<file path="config.mk">
export PLATFORM = sky130hd
export DESIGN_NAME = seg7_scan_display
export DESIGN_NICKNAME = d
export VERILOG_FILES = /design/src/rtl/seg7_scan_display.sv
export SDC_FILE = /design/constraint.sdc
export NUM_CORES = 1
export LEC_CHECK = 0
export BUFFER_PORTS_ARGS = -buffer_cell sky130_fd_sc_hd__clkbuf_2
export CORE_MARGIN = 2
export CORE_UTILIZATION = 43
export DETAILED_ROUTE_END_ITERATION = 16
export GPL_ROUTABILITY_DRIVEN = 0
export PLACE_DENSITY = 0.63
export SLEW_MARGIN = 5
export SYNTH_ARGS = -nofsm -noshare
export SYNTH_HDL_FRONTEND = slang
export SYNTH_SLANG_ARGS = --single-unit
</file>
<file path="constraint.sdc">
create_clock -name clk -period 4.1 [get_ports clk]
set_clock_uncertainty 0.1 [all_clocks]
set_input_delay 1.23 -clock clk [delete_from_list [all_inputs] [get_ports clk]]
set_output_delay 1.23 -clock clk [all_outputs]
set_load 0.01 [all_outputs]
</file>
<file path="src/rtl/seg7_scan_display.sv">
// Two-digit multiplexed 7-segment driver fed by an AXI-Stream slave port.
// Accepted values are held on the display for a minimum interval before
// the next one may be taken; the digit scan runs continuously and is never
// disturbed by traffic on the stream.
module seg7_scan_display #(
  parameter int REFRESH_DIV = 50000,
  parameter int HOLD_CYCLES = 8
) (
  input  logic            clk,
  input  logic            rstn,
  input  logic            s_valid,
  output logic            s_ready,
  input  logic [1:0][6:0] s_data,
  output logic [6:0]      seg,
  output logic [1:0]      an,
  output logic [7:0]      accept_count
);

  // Counter widths; a divide or hold of 1 still needs one bit of storage.
  localparam int RW = (REFRESH_DIV > 1) ? $clog2(REFRESH_DIV) : 1;
  localparam int HW = (HOLD_CYCLES > 1) ? $clog2(HOLD_CYCLES) : 1;

  localparam logic [RW-1:0] REFRESH_LAST = RW'(REFRESH_DIV - 1);
  localparam logic [HW-1:0] HOLD_LOAD    = HW'(HOLD_CYCLES - 1);

  typedef enum logic [1:0] {
    ST_BLANK, // nothing received since reset
    ST_SHOW,  // hold interval running, input ignored
    ST_READY  // hold expired, still displaying, awaiting data
  } state_t;

  state_t          state;
  logic [HW-1:0]   hold_cnt;
  logic [RW-1:0]   refresh_cnt;
  logic            sel;
  logic [1:0][6:0] display;
  logic            accept;

  // Ready depends only on the registered state, never on s_valid.
  assign s_ready = (state != ST_SHOW);
  assign accept  = s_valid && s_ready;

  // Handshake FSM: latches data, runs the hold interval, counts accepts.
  // NOTE: sequential state uses non-blocking assignments so every register
  // samples pre-edge values regardless of statement order.
  always_ff @(posedge clk or negedge rstn) begin
    if (!rstn) begin
      state        <= ST_BLANK;
      hold_cnt     <= '0;
      // NOTE: the display register is explicitly reset so the held value
      // is discarded on reset rather than reappearing once blanking ends.
      display      <= '0;
      accept_count <= 8'd0;
    end else begin
      case (state)
        ST_BLANK, ST_READY: begin
          if (accept) begin
            state        <= ST_SHOW;
            hold_cnt     <= HOLD_LOAD;
            display      <= s_data;
            accept_count <= accept_count + 8'd1;
          end
        end
        ST_SHOW: begin
          if (hold_cnt == '0) begin
            state <= ST_READY;
          end else begin
            hold_cnt <= hold_cnt - HW'(1);
          end
        end
        default: begin
          state <= ST_BLANK;
        end
      endcase
    end
  end

  // Free-running scan divider; toggles the digit select at terminal count.
  always_ff @(posedge clk or negedge rstn) begin
    if (!rstn) begin
      refresh_cnt <= '0;
      sel         <= 1'b0;
    end else if (refresh_cnt == REFRESH_LAST) begin
      refresh_cnt <= '0;
      sel         <= ~sel;
    end else begin
      refresh_cnt <= refresh_cnt + RW'(1);
    end
  end

  // Anode/segment decode from registered state only (active-low outputs).
  // NOTE: defaults first so every path assigns both outputs and no latch
  // is inferred.
  always_comb begin
    an  = 2'b11;
    seg = 7'h7F;
    if (state != ST_BLANK) begin
      if (!sel) begin
        an  = 2'b10;
        seg = ~display[0];
      end else begin
        an  = 2'b01;
        seg = ~display[1];
      end
    end
  end

endmodule
</file>
Word level (Yosys, flattened, before mapping)
Index checks and enable logic that the tools add are counted.
{"block": "totals", "mem_bits_rw": 0, "latchBits": 0, "wordCells": 40, "romBits": 0, "mem_count": 0, "regBits": 44}
{"block": "op_classes", "n_lt_le_gt_ge": 0, "reduce_logical": 9, "mul": 0, "mux": 11, "n_div": 0, "eq_ne": 7, "bitwise_logic": 3, "n_addsub": 3, "n_shift": 0}
{"op": "16-bit by 1-bit adder with 16-bit output (second input constant)", "n": 1}
{"op": "16-bit == test (second input constant)", "n": 1}
{"op": "16-bit 2-to-1 mux", "n": 1}
{"op": "7-bit 2-to-1 mux", "n": 2}
{"op": "7-bit inverter", "n": 2}
{"op": "8-bit by 1-bit adder with 8-bit output (second input constant)", "n": 1}
{"op": "2-bit 2-to-1 mux", "n": 4}
{"op": "3-bit 2-to-1 mux", "n": 2}
{"op": "2-bit inequality test (second input constant)", "n": 3}
{"op": "3-bit case mux with 2 select lines", "n": 1}
{"op": "2-bit case mux with 2 select lines", "n": 1}
{"op": "2-bit AND reduction", "n": 2}
{"op": "2-bit nonzero test", "n": 2}
{"op": "3-bit logical NOT", "n": 1}
{"op": "3-bit AND reduction", "n": 1}
{"op": "3-bit by 1-bit subtractor with 3-bit output (second input constant)", "n": 1}
{"op": "2-bit by 1-bit == test with 1-bit output (second input constant)", "n": 1}
{"op": "2-bit == test (second input constant)", "n": 1}
{"op": "2-bit logical NOT", "n": 1}
{"op": "2-bit by 1-bit inequality test with 1-bit output (second input constant)", "n": 1}
{"op": "2-bit OR reduction", "n": 1}
{"op": "1-bit logical AND", "n": 1}
{"op": "1-bit inverter", "n": 1}

Depth between registers and ports, before layout
Gate-level depths: netlist (run 1).
{"block": "logic_depth", "depth_word": 4, "ltp_mapped": 6, "mapped_depth_nobuf": 6}

Worst setup path after synthesis (run 1)
OpenSTA, ideal clock, no wires.
{"block": "synth_timing", "path_type": "input to register", "startpoint": "input port s_valid", "endpoint": "register hold_cnt[1]", "stages": 5, "setup_time_ns": 0.082, "setup_slack_ns": 1.765, "required_time_ns": 3.918, "n_path_buf": 1, "arrival_ns": 2.153, "path_cell_list": "nor2b_1 -> buf_1 -> o21bai_1 -> nor2_1 -> a31oi_1"}
{"block": "synth_between", "elab_chain_cells": 3}
{"item": "start: declaration", "line": "11", "rtl": "input logic s_valid,"}
{"item": "1-bit logical AND", "line": "41", "rtl": "assign accept = s_valid && s_ready;"}
{"item": "2-bit inequality test (no source line)"}
{"item": "3-bit AND reduction (no source line)"}
{"item": "end signal: assignment", "line": "68", "rtl": "hold_cnt <= hold_cnt - HW'(1);"}
{"item": "end: declaration", "line": "33", "rtl": "logic [HW-1:0] hold_cnt;"}
No other way between the ends.
A chain may end at the register's enable or synchronous reset.

Worst setup path after layout (run 1)
{"block": "layout_timing", "startpoint": "register state[0]", "endpoint": "output port seg[3]"}
{"block": "layout_between", "elab_chain_cells": 2}
{"item": "start: declaration", "line": "32", "rtl": "state_t state;"}
{"item": "start signal: assignment", "line": "48", "rtl": "state <= ST_BLANK;"}
{"item": "start signal: assignment", "line": "58", "rtl": "state <= ST_SHOW;"}
{"item": "start signal: assignment", "line": "66", "rtl": "state <= ST_READY;"}
{"item": "2-bit nonzero test", "line": "97", "rtl": "if (state != ST_BLANK) begin"}
{"item": "7-bit 2-to-1 mux", "line": "97"}
{"item": "end: declaration", "line": "14", "rtl": "output logic [6:0] seg,"}
No other way between the ends.

==> flow_summary.json, run 1 <==
{
  "post-route-min-period_ns": 2.843,
  "cts_buffers": 5,
  "num_antenna_cells": 0,
  "drive_gt1_frac": 0.2913,
  "antenna_found_initial": 0,
  "synthesis.nets": 188,
  "finalHoldViolCount": 0,
  "drv_slew": 0,
  "portBuffers": 34,
  "startpoint": "state[0]",
  "intPower_w": 0.0009134,
  "ir_worst_vdd_mv": 0.1619,
  "areaGrowthSynthToFinish_pct": 17.05,
  "max_cap_viol_count": 0,
  "reg2reg_depth": 4,
  "placed_area_um2": 2186,
  "relSlewSlack": 0.2898,
  "crit_fanout": 8,
  "cts_root_buf": "clkbuf_8",
  "rsz0062_at_grt": "false",
  "start_kind": "flip-flop",
  "crit_family": "simple AND/OR/NAND/NOR gates",
  "outcome": "finished clean",
  "dr_wl_met2_um": 1632,
  "wirelength_um": 3406,
  "htreeDepth": 2,
  "clk_latency_ns": 0.29,
  "stdcell_area_um2": 2293,
  "route.detailed.drc": 0,
  "p_switching_w": 0.0003873,
  "syn-cell-area_um2": 1959,
  "start_util": 0.4469,
  "critPathCapture": "seg[3]",
  "r2r_end": "refresh_cnt[1]",
  "via_per_inst": 5.194,
  "crit_required_ns": 2.77,
  "synth-seq-cells": 44,
  "setup_tns_ns": 0,
  "ant_nets": 0,
  "grt_usage": 0.1466,
  "path_cells": "nor2_1 > nor2_1 > a22oi_1 > clkbuf_2",
  "io_pins": 35,
  "synth_edf_count": 0,
  "slowest_delay_ns": 0.42,
  "yosysWarnings": 0,
  "clk_pin_slew_ns": 0.08,
  "wl_met1_um": 1551,
  "netlist_top_cells_area": "dfrtp_1, mux2_2, xnor2_1",
  "cts_tree": "yes",
  "top_layer": "met4",
  "crit-reg2reg-launch": "refresh_cnt[0]",
  "synth_flop_cell": "dfrtp_1",
  "wire_per_inst_um": 13.20,
  "crit_path_top_delay_cell": "nor2_1",
  "syn_avg_cell_area_um2": 11.73,
  "min_path_type": "flip-flop to flip-flop",
  "critical_path_class": "flip-flop to output pin",
  "regToRegSetupSlack_ns": 2.14,
  "p_comb_frac": 0.280,
  "yosysUniqueCellTypes": 31,
  "cts_resized": 0,
  "dieArea_um2": 5113,
  "hold_buffers": 0,
  "cp_common_cell": "nor2_1",
  "firstDrtPassIters": 4,
  "async_reset_ff_frac": 1.000,
  "synth_top_area_cell": "dfrtp_1",
  "ys_seq_area_frac": 0.5619,
  "synth_top_area_share": 0.5619,
  "n_fill_cell": 383,
  "crit_buf_inv": 1,
  "fin_util": 0.5231,
  "clockBufferDepth": 2,
  "dr_wl_met3_um": 186,
  "fp.coreArea_um2": 4384,
  "setup_violations": 0,
  "endpoint_kind": "output pin",
  "worstHoldStart": "hold_cnt[0]",
  "rows": 24,
  "grt_max_degree": 45,
  "p_seq_frac": 0.474,
  "via_count": 1340,
  "worst_pin_slew_ns": 1.065,
  "grt_pass1_vias": 1354,
  "netlist_instances": 167,
  "fmax_mhz": 351.7,
  "pwr-share-clk": 0.246,
  "powerDensity_nw_per_um2": 567.1,
  "die_x_um": 71.51,
  "die_h_um": 71.51,
  "grt_pass1_wl_um": 5940,
  "swShare": 0.2978,
  "path_depth": 4,
  "p_leak_nw": 1.071,
  "clock-sinks": 44,
  "grt-ovfl-total": 0,
  "drt_iter0_markers": 87,
  "min_period_over_period": 0.6935,
  "cp.arrival_ns": 1.51,
  "post-cts-setup-buffers": 0,
  "nets": 226,
  "dp.final_hpwl_um": 2458
}
## Yosys cell counts (2+ instances only)
cell	count
dfrtp_1	44
nor2_1	17
mux2_2	15
xnor2_1	11
inv_1	9
xor2_1	9
nand2_1	8
a22oi_1	7
nand4_1	7
nand3_1	6
ha_1	4
nor2b_1	3
nor3_1	3
a21oi_1	2
a31oi_1	2
and3_1	2
and4_1	2
buf_1	2
o31ai_1	2
## metrics by stage
stage	setup slack (ns)	hold slack [ns]	power, W	std cells
2_1_floorplan	1.765	0.3396	0.0008588	167
3_3_place_gp	1.415	0.3544	0.0009793	250
3_5_place_dp	1.369	0.3592	0.0009985	250
4_1_cts	1.211	0.3699	0.001323	258
5_1_grt	1.095	0.4001	0.001389	258
6_report	1.257	0.3652	0.001301	258
## per-layer routing
layer  vias to the layer above  track usage
li1                        653            -
met1                       648       0.1827
met2                        34       0.2500
met3                         5      0.04360
met4                         0      0.03774
met5                         -            0
## worst reg2reg max path, cell delays in order, from the launching register on
cell     delay (ns)
dfrtp_1        0.39
ha_1           0.21
nand4_1        0.27
nor4_4         0.61
and2b_2        0.28
## how the worst min path moves through the flow
stage,to,depth (start not counted)
CTS,hold_cnt[0],1
finish,hold_cnt[0],1
floorplan,hold_cnt[0],1
global placement,hold_cnt[0],1
detailed placement,hold_cnt[0],1
global route,sel,1
## power by group through the flow
stage	Clock (W)	Combinational, W	Sequential (W)
2_1_floorplan	0	0.000240	0.000619
3_3_place_gp	0	0.000357	0.000623
3_5_place_dp	0	0.000371	0.000627
4_1_cts	0.000333	0.000372	0.000617
5_1_grt	0.000348	0.000410	0.000631
6_report	0.000320	0.000364	0.000616
## cell usage in the layout, fill, tap and decap left out, types with 2 or more instances in the layout
master / instances
a21oi_1: 2
and3_1: 2
ha_1: 4
xor2_1: 9
xnor2_1: 11
and4_1: 2
nand3_1: 6
nor3_1: 3
mux2_2: 15
clkbuf_8: 5
a22oi_1: 7
nand4_1: 7
nor2_1: 17
a31oi_1: 2
nand2_1: 8
o31ai_1: 2
dfrtp_1: 44
nor2b_1: 3
clkbuf_2: 34
inv_1: 9
## area by class of cell
class | instances | area, µm² | area share
clock buffer | 6 | 72.57 | 0.03164
clock inverter | 2 | 35.03 | 0.01528
inverter | 9 | 33.78 | 0.01473
multi-input combinational | 110 | 808.3 | 0.3524
sequential | 44 | 1101 | 0.4801
tap | 52 | 65.06 | 0.02837
timing repair buffer | 35 | 177.7 | 0.07747
## cells by family after synthesis
family,Yosys count,synth area share
simple gates,55,0.1545
fa+ha+maj,4,0.02554
flops,44,0.5619
mux,15,0.08621
compound gates,16,0.05683
xor+xnor,20,0.08940
buf+inv,13,0.02554
## registers in the layout (all words and copies together) (netlist names)
register / flops
sel: 1
display: 14
refresh_cnt: 16
accept_count: 8
hold_cnt: 3
state: 2
No activity file was read; power rests on OpenSTA's default activity.
==> inputs of run 2 (changes only) <==
Clock period 4.1 ns to 2.8 ns, I/O delays scaled along.
==> run 2 against run 1 <==
- setup slack lost 0.88 ns
- clock power grew 71%
- register-to-register slack worse by 1.3 ns
- count of clock-buffer cells in the layout down 1
- power increased by 54%
- flip-flop and latch count stayed put
- critical path depth is the same
- global-route usage is 1.1 points higher
- die area stayed put
==> flow_summary.json, run 2 (synthesis gave the netlist of run 1 again) <==
{
  "fmax_mhz": 412.5,
  "drive_gt1_frac": 0.2961,
  "clk_pin_slew_ns": 0.08,
  "final_common_cell": "dfrtp_1",
  "ir_worst_vdd_mv": 0.3983,
  "grt_pass1_wl_um": 6382,
  "die_x_um": 71.51,
  "reg.largest.list": "refresh_cnt (16), display (14), accept_count (8)",
  "multiInputGateArea_um2": 808.3,
  "htreeDepth": 2,
  "final-seq-area_um2": 1101,
  "firstDrtPassIters": 4,
  "outcome": "finished clean",
  "cts_buffers": 5,
  "min_period_over_period": 0.8658,
  "p_total_w": 0.001998,
  "worst_pin_slew_ns": 0.5923,
  "dp.final_hpwl_um": 2663,
  "drv_slew": 0,
  "io_pins": 35,
  "start_kind": "flip-flop",
  "cts_resized": 0,
  "clockBufferDepth": 2,
  "rsz0062_at_grt": "false",
  "hold_buffers": 0,
  "wirelength_um": 3579,
  "fp.coreArea_um2": 4384,
  "post-cts-setup-buffers": 0,
  "p_leak_nw": 1.089,
  "nets": 227,
  "num_antenna_cells": 0,
  "start_util": 0.4469,
  "clock-sinks": 44,
  "crit_required_ns": 1.86,
  "die_h_um": 71.51,
  "grt_max_degree": 24,
  "regMostFlops": "refresh_cnt",
  "drt_iter0_markers": 88,
  "rows": 24,
  "grt_usage": 0.1581,
  "areaGrowthSynthToFinish_pct": 19.16,
  "via_per_inst": 5.256,
  "critical_path_class": "flip-flop to output pin",
  "cts_tree": "yes",
  "post-route-min-period_ns": 2.424,
  "finalHoldViolCount": 0,
  "antenna_found_initial": 0,
  "dieArea_um2": 5113,
  "largest_register_ffs": 16,
  "wire_per_inst_um": 13.87,
  "ant_nets": 0,
  "route.detailed.drc": 0,
  "grt-ovfl-total": 0,
  "relSlewSlack": 0.6051,
  "via_count": 1356,
  "grt_pass1_vias": 1434,
  "crit_fanout": 8,
  "n_fill_cell": 396,
  "powerDensity_nw_per_um2": 856.0,
  "setup_tns_ns": 0,
  "portBuffers": 34,
  "mostFrequentLayoutCells": "dfrtp_1, clkbuf_2, nor2_1",
  "endpoint_kind": "output pin",
  "setup_violations": 0,
  "clk_latency_ns": 0.29,
  "cts_root_buf": "clkbuf_8",
  "min_path_type": "flip-flop to flip-flop",
  "cp.arrival_ns": 1.48,
  "max_cap_viol_count": 0,
  "fin_util": 0.5325
}
[run 2: cell count changes in the layout (fill, tap and decap cells not counted), sizes merged]
| cell | before | now |
|---|---|---|
| clkbuf | 40 | 39 |
| bufinv | 1 | 2 |
| buf | 1 | 2 |
| clkinv | 1 | 0 |
[run 2: final cells by class]
| type | count | area share |
|---|---|---|
| Inverter | 9 | 0.01447 |
| Multi-Input combinational cell | 110 | 0.3462 |
| Clock inverter | 2 | 0.02572 |
| Clock buffer | 5 | 0.02947 |
| Timing Repair Buffer | 36 | 0.08467 |
| Sequential cell | 44 | 0.4716 |
| Tap cell | 52 | 0.02787 |
[run 2: final timing paths]
check	slack, ns	end	cells after the start	from
max	0.38	seg[5]	4	state[0]
min	0.38	accept_count[7]	1	accept_count[7]
max reg2reg	0.82	refresh_cnt[1]	4	refresh_cnt[0]
min reg2reg	0.38	accept_count[7]	1	accept_count[7]
max in group asynchronous	1.63	refresh_cnt[9]	2	rstn
min in group asynchronous	0.44	display[2]	1	rstn
[run 2: through the flow]
step                instance area [µm²]  instances  hold slack, ns  worst slack [ns]
finish                             2335        258          0.3783            0.3756
global route                       2335        258          0.4113            0.1797
CTS                                2335        258          0.3808            0.3710
detailed placement                 2206        251          0.3664            0.6837
global placement                   2206        251          0.3516            0.7438
floorplan                          1959        167          0.3396            0.8548
[run 2: per-layer routing]
metal	track usage	wire length (µm)	up-vias
met1	0.1910	1585	666
met4	0.07128	51	0
li1	-	-	654
met5	0	0	-
met3	0.03516	170	4
met2	0.2695	1771	32
[run 2: where the power goes]
group / internal, W / total [W] / switching (W)
logic: 0.000275 / 0.000540 / 0.000265
registers: 0.000800 / 0.000911 / 0.000111
clock network: 0.000351 / 0.000548 / 0.000197
total: 0.00143 / 0.00200 / 0.000572
[run 2: critical path, stage by stage, from the launching register on]
cell      delay (ns)
dfrtp_1         0.39
nor2_1          0.07
nor2_1          0.38
a22oi_1         0.19
clkbuf_2        0.17
